[src/rtl/switch_allocator.sv]
// Switch allocator: one round-robin winner per output port, with a boost for starved inputs.
// Latency: grants, crossbar selects, output enables and credits are combinational (0 cycles).
// Backpressure: a full output takes no candidates that cycle; its requesters' starve counters hold.
module switch_allocator #(
    parameter int NPORTS   = 5,
    parameter int PSEL_W   = 3,
    parameter int STARVE_W = 4
) (
    input  logic                     clk,
    input  logic                     rst,
    input  logic [NPORTS-1:0]        req_valid_i,
    input  logic [NPORTS*PSEL_W-1:0] req_port_i,
    input  logic [NPORTS-1:0]        out_full_i,
    output logic [NPORTS-1:0]        grant_o,
    output logic [NPORTS-1:0]        credit_o,
    output logic [NPORTS-1:0]        out_enable_o,
    output logic [NPORTS*PSEL_W-1:0] out_select_o,
    output logic                     err_o
);

    // One extra bit so that ptr + offset cannot overflow before the wrap.
    localparam int IW = PSEL_W + 1;
    localparam logic [STARVE_W-1:0] STARVE_MAX = '1;

    logic [PSEL_W-1:0]        ptr_q    [NPORTS];
    logic [PSEL_W-1:0]        ptr_d    [NPORTS];
    logic [STARVE_W-1:0]      starve_q [NPORTS];
    logic [STARVE_W-1:0]      starve_d [NPORTS];
    logic                     err_q;
    logic                     err_d;

    logic [NPORTS-1:0]        legal;
    logic [NPORTS-1:0]        sat;
    logic [NPORTS-1:0]        grant_c;
    logic [NPORTS-1:0]        enable_c;
    logic [NPORTS*PSEL_W-1:0] select_c;

    logic [NPORTS-1:0]        cand;
    logic                     any_sat;
    logic                     found;
    logic [IW-1:0]            idx;
    logic [PSEL_W-1:0]        win;
    logic [PSEL_W-1:0]        port_c;
    logic                     blocked;

    // Per-input decode: is the requested port code in range, and is the input saturated.
    always_comb begin
        legal = '0;
        sat   = '0;
        for (int i = 0; i < NPORTS; i++) begin
            legal[i] = (req_port_i[i*PSEL_W +: PSEL_W] < PSEL_W'(NPORTS));
            sat[i]   = (starve_q[i] == STARVE_MAX);
        end
    end

    // Independent arbitration per output: saturated candidates first, then round robin from ptr.
    always_comb begin
        grant_c  = '0;
        enable_c = '0;
        select_c = '0;
        cand     = '0;
        any_sat  = 1'b0;
        found    = 1'b0;
        idx      = '0;
        win      = '0;
        for (int o = 0; o < NPORTS; o++) begin
            ptr_d[o] = ptr_q[o];
            // An out-of-range code never equals a real output, so illegal requests drop out here.
            for (int i = 0; i < NPORTS; i++) begin
                cand[i] = req_valid_i[i] && (req_port_i[i*PSEL_W +: PSEL_W] == PSEL_W'(o))
                          && !out_full_i[o];
            end
            any_sat = |(cand & sat);
            found   = 1'b0;
            win     = '0;
            for (int k = 0; k < NPORTS; k++) begin
                idx = {1'b0, ptr_q[o]} + IW'(k);
                if (idx >= IW'(NPORTS)) begin
                    idx = idx - IW'(NPORTS);
                end
                if (!found && cand[idx[PSEL_W-1:0]] && (!any_sat || sat[idx[PSEL_W-1:0]])) begin
                    found = 1'b1;
                    win   = idx[PSEL_W-1:0];
                end
            end
            // Reset suppresses every strobe; the pointer update is irrelevant then.
            if (found && !rst) begin
                grant_c[win]                    = 1'b1;
                enable_c[o]                     = 1'b1;
                select_c[o*PSEL_W +: PSEL_W]    = win;
                ptr_d[o] = (win == PSEL_W'(NPORTS-1)) ? '0 : win + 1'b1;
            end
        end
    end

    // Starvation counters: clear on grant or idle, hold under backpressure or illegal code, else count.
    always_comb begin
        port_c  = '0;
        blocked = 1'b0;
        for (int i = 0; i < NPORTS; i++) begin
            port_c      = req_port_i[i*PSEL_W +: PSEL_W];
            blocked     = legal[i] ? out_full_i[port_c] : 1'b1;
            starve_d[i] = starve_q[i];
            if (!req_valid_i[i] || grant_c[i]) begin
                starve_d[i] = '0;
            end else if (!blocked && !sat[i]) begin
                starve_d[i] = starve_q[i] + 1'b1;
            end
        end
        err_d = err_q | (|(req_valid_i & ~legal));
    end

    // Registered arbitration state with synchronous reset.
    always_ff @(posedge clk) begin
        if (rst) begin
            for (int o = 0; o < NPORTS; o++) begin
                ptr_q[o]    <= '0;
                starve_q[o] <= '0;
            end
            err_q <= 1'b0;
        end else begin
            for (int o = 0; o < NPORTS; o++) begin
                ptr_q[o]    <= ptr_d[o];
                starve_q[o] <= starve_d[o];
            end
            err_q <= err_d;
        end
    end

    assign grant_o      = grant_c;
    assign credit_o     = grant_c;
    assign out_enable_o = enable_c;
    assign out_select_o = select_c;
    assign err_o        = err_q;

endmodule

[config.mk]
export PLATFORM = sky130hd
export DESIGN_NAME = switch_allocator
export DESIGN_NICKNAME = d
export VERILOG_FILES = /design/src/rtl/switch_allocator.sv
export SDC_FILE = /design/constraint.sdc
export NUM_CORES = 1
export LEC_CHECK = 0
export CORE_MARGIN = 10
export CORE_UTILIZATION = 25
export DETAILED_ROUTE_END_ITERATION = 7
export SYNTH_ARGS = -nofsm -noshare
export SYNTH_HDL_FRONTEND = slang
export SYNTH_SLANG_ARGS = --single-unit
[constraint.sdc]
create_clock -name clk -period 6.7 [get_ports clk]
set_input_delay 1.675 -clock clk [delete_from_list [all_inputs] [get_ports clk]]
set_output_delay 1.675 -clock clk [all_outputs]
set_load 0.02 [all_outputs]
==> results.json, run 1 <==
{
  "p_leak_nw": 5.990,
  "rsz0062_at_grt": "true",
  "initial_utilization_pct": 25.41,
  "ys_seq_area_share_pct": 7.512,
  "r2r_setup_slack_ps": 2040,
  "drc": 0,
  "maxSlewHeadroom_pct": 47.99,
  "finClkSkew_ps": 5.805,
  "drive_above_1_share_pct": 35.45,
  "crit_slowest_cell": "o311a_1",
  "vdd_ir_drop_max_uv": 383.8,
  "critical_path.max_fanout": 5,
  "mostFrequentLayoutCell": "buf_4",
  "final_nets": 1800,
  "worst_pin_slew_ps": 774.5,
  "hold_depth": 2,
  "crit_type": "input port to output port",
  "crit_path_start_kind": "input port",
  "final_cell_mix": "buf_4, nor2_1, a21oi_1",
  "violations": "setup timing",
  "setup_viol": 6,
  "synth_nets": 1465,
  "ctsHoldBuffers": 0,
  "insertion_delay_ps": 300,
  "yosysWarnings": 0,
  "cts_tree": "yes",
  "layout_setup_ws_ps": -33.23,
  "drt_iter0_drc": 1563,
  "place_inst": 2161,
  "total_power_w": 0.005816,
  "slew_viol_final": 0,
  "dpl.hpwl_mm": 32.59,
  "synthArstFlopShare_pct": 0,
  "max_stage_delay_ps": 410,
  "period_share_pct": 100.5,
  "finalNonFillerCells": 2227,
  "fp.dieH_um": 215.9,
  "r2r_end": "starve_q[0][17]$_SDFFE_PP0P_",
  "clk_path_buf_depth": 2,
  "cp.buffers_inverters": 5,
  "vias_per_cell": 5.687,
  "powerDensity_nw_per_um2": 402.9,
  "cts.root.buffer_cell": "clkbuf_16",
  "synth_edf_count": 0,
  "ios": 58,
  "crit_arrival_ps": 5060,
  "cts-buffers-inserted": 5,
  "critical_path_required_ps": 5030,
  "critPathCaptureType": "output port",
  "core_sq_um": 37760,
  "r2r-start": "ptr_q[0][1]$_SDFFE_PP0P_",
  "grt_max_degree": 30,
  "row_count": 71,
  "syn_avg_cell_area_sq_um": 6.957,
  "wl_mm": 43.22,
  "worstHoldStart": "starve_q[0][13]$_SDFFE_PP0P_",
  "grt_pass1_vias": 11730,
  "grt_first_pass_wirelength_mm": 65.86,
  "hold_class": "flop to flop",
  "antenna_left": 0,
  "vias": 12660,
  "crit_top_cell": "buf_4",
  "grt_overflow": 0,
  "wl_per_cell_um": 19.41,
  "fillers": 3853,
  "cp_cell_sequence": "clkbuf_2 -> buf_6 -> buf_4 -> or3b_4 -> a2111oi_4 -> a31oi_1 -> o22ai_1 -> a22oi_2 -> and2_4 -> o311a_1 -> o311a_1 -> buf_4 -> and4_4 -> a31o_4 -> or2_4 -> buf_4",
  "ys_types": 110,
  "syn_inst": 1379,
  "fp.dieArea_sq_um": 46610,
  "post-route-min-period_ps": 6733,
  "place_ws_ps": -1133,
  "area_growth_pct": 50.44,
  "yosys_most_used_dff": "dfxtp_1",
  "place_congestion": 0.9870,
  "antenna_found_initial": 2,
  "status": "finished with violations",
  "grt.total_usage_pct": 17.23,
  "htree_levels": 2,
  "maxCapViolations": 0,
  "max_freq_mhz": 148.5,
  "first_pass_iters": 5,
  "die_w_um": 215.9,
  "syn_area_sq_um": 9594,
  "fin_tns_setup_ps": -81.47,
  "whs_endpoint": "starve_q[0][13]$_SDFFE_PP0P_",
  "cts_sinks": 36,
  "critPathTopFamily": "compound AO/OA/AOI/OAI gates",
  "cts.clk_slew.worst_paths_ps": 60,
  "reg2regPathDepth": 17,
  "synth-seq-cells": 36,
  "numPortBuffers": 57,
  "hold_violations": 0
}
## area by class of cell
type	count	area [sq um]	area share (%)
clock buffer	6	138.9	0.9622
antenna	1	2.502	0.01734
tap	511	639.4	4.430
sequential	36	720.7	4.993
timing repair buffer	414	3401	23.56
inverter	59	224.0	1.552
multi-input combinational	1198	9298	64.42
clock inverter	2	10.01	0.06935
## metrics by stage
step | util (%) | area [sq um] | hold slack (ps)
global placement | 33.81 | 12760 | 537.9
global route | 38.22 | 14430 | 579.8
CTS | 36.73 | 13870 | 552.1
detailed placement | 33.81 | 12760 | 538.4
finish | 38.23 | 14430 | 550.5
floorplan | - | 9668 | 513.7
## tightest hold or removal path: cells and delay by family (launching register included)
kind,cells,cell delay (ps)
flip-flops,1,320
AND/OR/NAND/NOR,1,60
multiplexers,1,130
## metal layers
metal | routed length (um) | up-vias | GRT usage [%] | share of wire, %
met1 | 18970 | 6063 | 23.46 | 44
met3 | 3616 | 83 | 2.490 | 8.4
met4 | 1214 | 2 | 5.034 | 2.8
met5 | 8 | - | 0 | 0.019
met2 | 19410 | 572 | 27.55 | 45
li1 | - | 5944 | - | -
## flip-flops by register name, indices dropped and copies added (netlist names)
register,count
err_o,1
starve_q,20
ptr_q,15
## power breakdown
part	internal, W	switching, W
clock	0.000147	0.000109
sequential	0.000256	0.0000622
combinational	0.00231	0.00293
## how the worst max path moves through the flow
stage | from | to | slack [ps] | cells after the start
after global placement | req_port_i[10] | grant_o[3] | -1120 | 14
after CTS | req_port_i[0] | credit_o[0] | 4 | 15
after floorplan | out_full_i[3] | grant_o[1] | -60 | 15
after global routing | req_port_i[10] | grant_o[1] | -110 | 16
final | req_port_i[8] | grant_o[0] | -30 | 16
after detailed placement | req_port_i[12] | credit_o[3] | -1130 | 14
## what timing repair did
action	in CTS	in global routing
resized for setup	300	121
endpoints found under the setup margin	30	25
cloned	0	1
buffers inserted	44	24
pin swaps	80	66
## Yosys cell counts, types with 7 or more instances
library cell / n / area, sq um
o21ai_0: 56 / 280.3
dfxtp_1: 36 / 720.7
o211ai_1: 21 / 157.7
a21oi_1: 83 / 415.4
o31ai_1: 9 / 67.56
and3_1: 20 / 125.1
nor2b_1: 36 / 225.2
inv_1: 51 / 191.4
o32ai_1: 7 / 61.31
buf_2: 20 / 100.1
a211oi_1: 19 / 142.6
nand3_1: 43 / 215.2
a22oi_1: 17 / 127.6
a21o_1: 16 / 120.1
nand4b_1: 11 / 96.34
a311oi_1: 9 / 78.83
a31oi_1: 27 / 168.9
nor2_1: 136 / 510.5
o22a_1: 8 / 70.07
a211o_1: 9 / 78.83
nor4b_1: 7 / 61.31
clkbuf_1: 56 / 210.2
ha_1: 54 / 675.7
xnor2_1: 25 / 219.0
xor2_1: 10 / 87.58
or2_1: 13 / 81.33
a2111oi_0: 10 / 87.58
and2_1: 16 / 100.1
nand2_1: 83 / 311.6
nand4_1: 14 / 87.58
o21a_1: 9 / 67.56
nor3_1: 59 / 295.3
o22ai_1: 27 / 168.9
nor4_1: 30 / 187.7
inv_2: 8 / 30.03
nand2b_1: 41 / 256.5
or3_1: 21 / 131.4
mux2i_1: 57 / 570.6
o21ai_1: 9 / 45.04
nor3b_1: 9 / 67.56
or2_2: 11 / 68.82
## logic make-up after synthesis
group	count (synthesis)	synth area share (%)
compound gates	444	33.33
xor+xnor	37	3.534
fa+ha+maj	59	8.086
buf+inv	145	6.168
flops	36	7.512
mux	68	7.981
simple gates	590	33.39
Power figures use the tool's default switching activity.
==> inputs of run 2 (changes only) <==
Settings changed: CTS_CLUSTER_SIZE from default to 12.
==> results of run 2 <==
The final DEF is identical to that of run 1; final timing and power are the same.
